### config.mk
export PLATFORM = sky130hd
export DESIGN_NAME = unidad_control_multiciclo
export DESIGN_NICKNAME = d
export VERILOG_FILES = /design/src/rtl/unidad_control_multiciclo.sv
export SDC_FILE = /design/constraint.sdc
export NUM_CORES = 1
export LEC_CHECK = 0
export BUFFER_PORTS_ARGS = -buffer_cell sky130_fd_sc_hd__buf_2
export CORE_MARGIN = 5
export CORE_UTILIZATION = 57
export CTS_BUF_LIST = sky130_fd_sc_hd__clkbuf_8
export DETAILED_ROUTE_END_ITERATION = 7
export PLACE_DENSITY = 0.92
export SLEW_MARGIN = 20
export SYNTH_ARGS = -nofsm -noshare
export SYNTH_HDL_FRONTEND = slang
export SYNTH_SLANG_ARGS = --single-unit
### constraint.sdc
create_clock -name clk -period 3.55 [get_ports clk]
set_input_delay 0.5325 -clock clk [delete_from_list [all_inputs] [get_ports clk]]
set_output_delay 0.5325 -clock clk [all_outputs]
set_load 0.05 [all_outputs]
### src/rtl/unidad_control_multiciclo.sv
// unidad_control_multiciclo: multi-cycle MIPS control unit.
// A Moore FSM walks each instruction through fetch, decode, execute,
// memory and writeback, with a bounded memory-ready handshake.
// Optional build macro ILLEGAL_OP_TRAP_EN: an unknown opcode parks the FSM
// in TRAP and raises IllegalOp; without it, unknown opcodes retire as a NOP.
module unidad_control_multiciclo #(
    parameter int unsigned OP_W     = 6,
    parameter int unsigned ALUOP_W  = 3,
    parameter int unsigned WAIT_MAX = 15
) (
    input  logic               clk,
    input  logic               reset,
    input  logic               Enable,
    input  logic [OP_W-1:0]    OpCode,
    input  logic               Zero,
    input  logic               MemReady,
    output logic               PCWrite,
    output logic               PCWriteCond,
    output logic               IorD,
    output logic               MemRead,
    output logic               MemWrite,
    output logic               IRWrite,
    output logic               MemToReg,
    output logic               RegDst,
    output logic               RegWrite,
    output logic               ALUSrcA,
    output logic [1:0]         ALUSrcB,
    output logic [ALUOP_W-1:0] ALUOp,
    output logic [1:0]         PCSrc,
    output logic               InstrDone,
    output logic               MemTimeout,
    output logic [3:0]         State
`ifdef ILLEGAL_OP_TRAP_EN
    ,
    output logic               IllegalOp
`endif
);

    typedef enum logic [3:0] {
        IDLE   = 4'd0,
        FETCH  = 4'd1,
        DECODE = 4'd2,
        MEMADR = 4'd3,
        MEMRD  = 4'd4,
        MEMWB  = 4'd5,
        MEMWR  = 4'd6,
        EXEC   = 4'd7,
        ALUWB  = 4'd8,
        BRANCH = 4'd9,
        ADDIEX = 4'd10,
        ADDIWB = 4'd11,
        JUMP   = 4'd12,
        TRAP   = 4'd13
    } state_t;

    localparam logic [OP_W-1:0]    OP_RTYPE = OP_W'(6'b000000);
    localparam logic [OP_W-1:0]    OP_LW    = OP_W'(6'b100011);
    localparam logic [OP_W-1:0]    OP_SW    = OP_W'(6'b101011);
    localparam logic [OP_W-1:0]    OP_BEQ   = OP_W'(6'b000100);
    localparam logic [OP_W-1:0]    OP_ADDI  = OP_W'(6'b001000);
    localparam logic [OP_W-1:0]    OP_J     = OP_W'(6'b000010);

    localparam logic [ALUOP_W-1:0] ALU_ADD  = ALUOP_W'(3'b000);
    localparam logic [ALUOP_W-1:0] ALU_SUB  = ALUOP_W'(3'b001);
    localparam logic [ALUOP_W-1:0] ALU_RTYP = ALUOP_W'(3'b010);

    state_t     state;
    state_t     nextState;
    logic [7:0] waitCnt;
    logic       inWait;
    logic       waitExpired;
    logic       retiring;
    logic       unusedZero;

    // Zero is consumed by the datapath's PCWriteCond gating, not by the FSM.
    assign unusedZero = Zero;

    // A stall times out on the cycle the counter would step onto WAIT_MAX;
    // MemReady in that same cycle still completes the access.
    assign inWait      = (state == FETCH) || (state == MEMRD) || (state == MEMWR);
    assign waitExpired = inWait && !MemReady && (waitCnt == 8'(WAIT_MAX - 1));

    // Next-state selection; retiring states fold back to FETCH or IDLE on Enable.
    always_comb begin
        nextState = state;
        retiring  = 1'b0;
        if (waitExpired) begin
            nextState = IDLE;
        end else begin
            unique case (state)
                IDLE:   if (Enable) nextState = FETCH;
                FETCH:  if (MemReady) nextState = DECODE;
                DECODE: begin
                    if (OpCode == OP_RTYPE)                       nextState = EXEC;
                    else if ((OpCode == OP_LW) || (OpCode == OP_SW)) nextState = MEMADR;
                    else if (OpCode == OP_BEQ)                    nextState = BRANCH;
                    else if (OpCode == OP_ADDI)                   nextState = ADDIEX;
                    else if (OpCode == OP_J)                      nextState = JUMP;
                    else begin
`ifdef ILLEGAL_OP_TRAP_EN
                        nextState = TRAP;
`else
                        retiring = 1'b1;
`endif
                    end
                end
                MEMADR: nextState = (OpCode == OP_SW) ? MEMWR : MEMRD;
                MEMRD:  if (MemReady) nextState = MEMWB;
                MEMWR:  if (MemReady) retiring = 1'b1;
                EXEC:   nextState = ALUWB;
                ADDIEX: nextState = ADDIWB;
                MEMWB, ALUWB, BRANCH, ADDIWB, JUMP: retiring = 1'b1;
                TRAP:   nextState = TRAP;
                default: nextState = IDLE;
            endcase
            if (retiring) nextState = Enable ? FETCH : IDLE;
        end
    end

    // State, wait counter, retire pulse and sticky timeout flag.
    always_ff @(posedge clk or posedge reset) begin
        if (reset) begin
            state      <= IDLE;
            waitCnt    <= '0;
            InstrDone  <= 1'b0;
            MemTimeout <= 1'b0;
        end else begin
            state     <= nextState;
            InstrDone <= retiring;
            if (waitExpired) MemTimeout <= 1'b1;
            if (inWait && !MemReady && !waitExpired) waitCnt <= waitCnt + 8'd1;
            else                                     waitCnt <= '0;
        end
    end

    // Moore decode of the datapath controls; only the FETCH loads see MemReady.
    always_comb begin
        PCWrite     = 1'b0;
        PCWriteCond = 1'b0;
        IorD        = 1'b0;
        MemRead     = 1'b0;
        MemWrite    = 1'b0;
        IRWrite     = 1'b0;
        MemToReg    = 1'b0;
        RegDst      = 1'b0;
        RegWrite    = 1'b0;
        ALUSrcA     = 1'b0;
        ALUSrcB     = 2'b00;
        ALUOp       = ALU_ADD;
        PCSrc       = 2'b00;
`ifdef ILLEGAL_OP_TRAP_EN
        IllegalOp   = (state == TRAP);
`endif
        unique case (state)
            FETCH: begin
                MemRead = 1'b1;
                ALUSrcB = 2'b01;
                IRWrite = MemReady;
                PCWrite = MemReady;
            end
            DECODE: ALUSrcB = 2'b11;
            MEMADR: begin
                ALUSrcA = 1'b1;
                ALUSrcB = 2'b10;
            end
            MEMRD: begin
                MemRead = 1'b1;
                IorD    = 1'b1;
            end
            MEMWB: begin
                RegWrite = 1'b1;
                MemToReg = 1'b1;
            end
            MEMWR: begin
                MemWrite = 1'b1;
                IorD     = 1'b1;
            end
            EXEC: begin
                ALUSrcA = 1'b1;
                ALUOp   = ALU_RTYP;
            end
            ALUWB: begin
                RegWrite = 1'b1;
                RegDst   = 1'b1;
            end
            BRANCH: begin
                ALUSrcA     = 1'b1;
                ALUOp       = ALU_SUB;
                PCWriteCond = 1'b1;
                PCSrc       = 2'b01;
            end
            ADDIEX: begin
                ALUSrcA = 1'b1;
                ALUSrcB = 2'b10;
            end
            ADDIWB: RegWrite = 1'b1;
            JUMP: begin
                PCWrite = 1'b1;
                PCSrc   = 2'b10;
            end
            default: ;
        endcase
    end

    assign State = state;

endmodule
-- Yosys cells after proc, flatten, opt, wreduce, memory -nomap -nowiden
Index checks and enable logic that the tools add are counted.
- eq/ne operators: 24
- add/subtract/negate cells: 1
- bitwise gates (word level): 0
- div/mod/pow operators: 0
- shift-type cells: 0
- reductions and logical operators: 18
- mux-type cells: 36
- order comparisons: 0
- multiply operators: 0
- operators with widths (operator ; number):
    2-to-1 mux 4 bit ; 10
    case mux 4 bit (9 select lines) ; 1
    == test 4 bit, second input constant ; 6
    2-to-1 mux 1 bit ; 18
    == test 4 x 3 -> 1 bit, second input constant ; 4
    == test 6 bit, second input constant ; 2
    adder 8 x 1 -> 8 bit, second input constant ; 1
    == test 4 x 2 -> 1 bit, second input constant ; 2
    == test 8 x 4 -> 1 bit, second input constant ; 1
    2-to-1 mux 8 bit ; 1
    != test 4 x 3 -> 1 bit, second input constant ; 2
    != test 8 x 7 -> 1 bit, second input constant ; 1
    case mux 2 bit (2 select lines) ; 2
    == test 6 x 2 -> 1 bit, second input constant ; 1
    == test 6 x 3 -> 1 bit, second input constant ; 1
    == test 6 x 4 -> 1 bit, second input constant ; 1
    zero test 6 bit ; 1
    case mux 2 bit (3 select lines) ; 1
    OR reduction 2 bit ; 3
    OR reduction 6 bit ; 1
    AND reduction 5 bit ; 1
    OR reduction 5 bit ; 1
    == test 4 x 1 -> 1 bit, second input constant ; 1
    zero test 4 bit ; 1
    10 further kinds ; 15
- output and inout bits: 23
- register bits after elaboration: 14
- memory bits (writable): 0
- bits in read-only memories: 0
- bits in latches: 0
- memories: 0

-- Longest topological paths before layout
- depth after elaboration: 10
- depth in mapped cells: 8
- depth with buffers taken out: 6

-- Worst setup path after synthesis
No wires, ideal clock.
- kind: reg-to-output
- start: reg state[2] (netlist: State[2])
- end: out PCWrite
- arrival: 3.202 ns
- buffers on the path: 2
- stages on the path, launching flop included: 5
- path slack: -0.184 ns
- cells stage by stage: dfrtp_1 > buf_2 > clkbuf_1 > nor4b_1 > or2_2
- longest elaborated chain between the ends: 2
- RTL lines (item ; line ; text):
    start: declaration ; 67 ; state_t state;
    start signal: assignment ; 128 ; state <= nextState;
    == test 4 bit / == test 4 x 1 -> 1 bit (equally long branches) ; 154 ; unique case (state)
    case mux 1 bit (2 select lines) * ; 154 ;
    end: declaration ; 17 ; output logic PCWrite,
Every way passes the cells marked *; elsewhere a longest branch is shown, timed or not.

-- Worst setup path in the final report
- start: reg state[0] (netlist: State[0])
- end: out ALUSrcA
- longest elaborated chain between the ends: 3
- RTL lines (item ; line ; text):
    == test 4 bit (tied with other cells) ; 154 ;
    OR reduction 4 bit (no line) * ; -- ;
    2-to-1 mux 1 bit * ; 154 ;
    end: declaration ; 26 ; output logic ALUSrcA,
Marks and branches as above.

==> flow_summary_export.csv <==
group,metric,value,unit
setup_path,criticalPathCategory,"reg -> out",
power_and_ir_drop,pwr-share-seq,0.256,
timing,drv_slew,0,
final_layout,design_area,1330,um^2
power_and_ir_drop,sw_frac_of_total,0.571,
final_layout,nets,182,
routing,drt_iter0_markers,19,
final_layout,syn2layout_area_growth,13.7,%
setup_path,cpPeakStageDelay,0.74,ns
global_routing,groute.usage.overall,0.182,
clock_network,cts_resized,0,
power_and_ir_drop,power.density,823,nW/um^2
clock_network,cts_tree,"yes",
final_layout,fillers,174,
placement,hpwl,2.06,mm
setup_path,worstPathArrival,2.30,ns
synthesis,synth_xor_xnor_area_share,0.0601,
setup_path,worst_r2r_path_depth,5,
setup_path,worst_setup_path_end_kind,"output pin",
global_routing,antenna_found_initial,0,
timing,fin_skew,0.00719,ns
routing,dr_wl_met2,1.32,mm
global_routing,grt_pass1_vias,1058,
synthesis,syn_area,1170,um^2
synthesis,synth_fa_ha_area_frac,0.0215,
synthesis,synth_top_family_by_area,"simple AND/OR/NAND/NOR gates",
hold_path,hold_path_class,"in -> async",
global_routing,overflow,0,
synthesis,synth_cells,143,
routing,vias_per_cell,5.87,
run,cap_violations,0,
die,rows,16,
synthesis,muxShareOfSynthArea,0.0182,
final_layout,layout_commonest_cell,"buf_2",
synthesis,synth_compound_gate_area_share,0.162,
die,die_width,55.2,um
timing,rsz0062_at_grt,"no",
routing,num_vias,1139,
die,start_util,0.594,
timing,setup_tns,0,ns
setup_path,slowest_stage,"dfrtp_1",
clock_network,cts_buffers,3,
timing,worstMarginPinSlew,0.629,ns
power_and_ir_drop,vdd_drop_max,0.524,mV
global_routing,grt_start_max_net_pins,23,
power_and_ir_drop,power.share.clock,0.117,
placement,gp_congestion,0.848,
timing,fmax,354,MHz
clock_network,clk_pin_slew,0.06,ns
clock_network,cts.path.max_buffers,2,
synthesis,synth_nets,156,
routing,top_layer,"met4",
run_status,status,"completed",
timing,fin_crit,2.83,ns
synthesis,yosys.area_share.simple,0.350,
die,die_height,55.2,um
clock_network,hold_buffers,0,
final_layout,drive_gt1_frac,0.299,
power_and_ir_drop,intPower,0.468,mW
routing,drt_drc_violations_left,0,
synthesis,syn_avg_cell_area,8.15,um^2
die,core_area,1960,um^2
power_and_ir_drop,total_power,1.09,mW
routing,dr_wl_met3,193,um
power_and_ir_drop,leakagePower,0.602,nW
routing,routedWlPerCell,13.9,um
power_and_ir_drop,p_comb_frac,0.627,
clock_network,cts.sinks,14,
clock_network,postCtsSetupRepairBufs,0,
synthesis,ys_types,46,
routing,drt_pass1_iterations,5,
synthesis,ys_seq_area_frac,0.300,
routing,ant_nets,0,
setup_path,critPathMaxFanout,22,
synthesis,synth_ff_type,"dfrtp_1",
setup_path,required,3.02,ns
final_layout,mostFrequentLayoutCells,"buf_2, nor2_1, dfrtp_1",
final_layout,multi_input_area,723,um^2
routing,wl,2.70,mm
clock_network,clock_latency,0.25,ns
clock_network,h-tree-depth,1,
timing,finalSetupViolCount,0,
placement,post-place-ws,1.05,ns
final_layout,seq_area,350,um^2
placement,place_area,1280,um^2
final_layout,fin_util,0.676,
timing,hold_viol,0,
placement,portBuffers,31,
global_routing,grt_first_pass_wirelength,4.69,mm
final_layout,num_antenna_cells,0,
die,die_area,3050,um^2
routing,wl_met1,1.17,mm
setup_path,crit_chain,"nand2b_1, and2_1, or3_1, o21ai_0, buf_2",
die,num_io_pins,34,
power_and_ir_drop,power_switching,0.623,mW
clock_network,root_buffer,"clkbuf_8",
timing,fin_crit_sh,0.797,
synthesis,synth-edff-count,0,
synthesis,ys_ff_latch,14,
synthesis,ys_async_sr_fraction,1.00,
setup_path,critPathLaunchType,"flop",
timing,finalWorstSetupSlack,0.722,ns
timing,maxSlewHeadroom,0.581,
synthesis,ys_warn_count,0,
-- cells by family (layout without fill, tap and decap cells) --
kind of cell,after synthesis,in the layout
AOI/OAI and AO/OA,27,27
xor gates and xnor gates,8,8
adders and majority gates,2,2
buffers and inverters,16,40
DFF,14,14
muxes,2,2
other,1,1
and+or+nand+nor,73,73
-- per-layer routing --
layer  track usage  vias up
li1              -      550
met1         0.249      524
met2         0.297       59
met3        0.0326        6
met4        0.0417        0
met5             0        -
-- through the flow --
step / hold WS, ns / std cells
floorplan: 0.422 / 143
global placement: 0.447 / 191
detailed placement: 0.488 / 191
CTS: 0.348 / 194
global route: 0.389 / 194
finish: 0.324 / 194
-- state kept, by name, indices dropped and copies added (netlist names) --
| signal | cells |
|---|---|
| InstrDone | 1 |
| MemTimeout | 1 |
| State | 4 |
| waitCnt | 8 |
-- layout make-up --
class                   count  share of cell area
multi-input cells         113               0.545
flip-flops and latches     14               0.264
repair buffers             31               0.117
clock buffers               3              0.0311
well taps                  27              0.0255
inverters                   6              0.0170
-- Yosys cell counts, drive strengths merged, types with 3 or more instances --
cell | instances | area share
inv | 6 | 0.019
o21ai | 7 | 0.030
nor3 | 8 | 0.034
a21oi | 7 | 0.033
o22ai | 3 | 0.016
a211oi | 3 | 0.019
xnor2 | 3 | 0.023
dfrtp | 14 | 0.30
or2 | 3 | 0.016
nand2b | 9 | 0.048
clkbuf | 3 | 0.013
nand2 | 7 | 0.023
xor2 | 5 | 0.038
buf | 7 | 0.053
and3 | 3 | 0.019
nor2 | 20 | 0.064
nand3 | 3 | 0.013
or3 | 3 | 0.025
-- worst paths after layout --
| kind | startpoint | endpoint | slack (ns) |
|---|---|---|---|
| setup / recovery | State[0] | ALUSrcA | 0.72 |
| setup reg to reg | State[0] | State[1] | 1.35 |
| min in group clk | MemTimeout | MemTimeout | 0.49 |
| hold / removal | reset | State[3] | 0.32 |
| max in group asynchronous | reset | waitCnt[6] | 2.87 |
| hold reg to reg | MemTimeout | MemTimeout | 0.49 |
-- power by group through the flow --
| stage | logic (mW) | clock network [mW] | registers [mW] |
|---|---|---|---|
| after global placement | 0.666 | 0 | 0.277 |
| after detailed placement | 0.678 | 0 | 0.279 |
| final | 0.684 | 0.128 | 0.280 |
| after CTS | 0.680 | 0.130 | 0.276 |
| after floorplan | 0.576 | 0 | 0.282 |
| after global routing | 0.728 | 0.137 | 0.289 |
-- worst max-delay path, delay by kind of cell (launching register included) --
kind	cells	cell delay [ns]
flip-flops	1	0.74
AO/OA/AOI/OAI	1	0.08
AND/OR/NAND/NOR	3	0.94
buffers and inverters	1	0.29
Note: power is estimated with default switching activity, not from simulation.
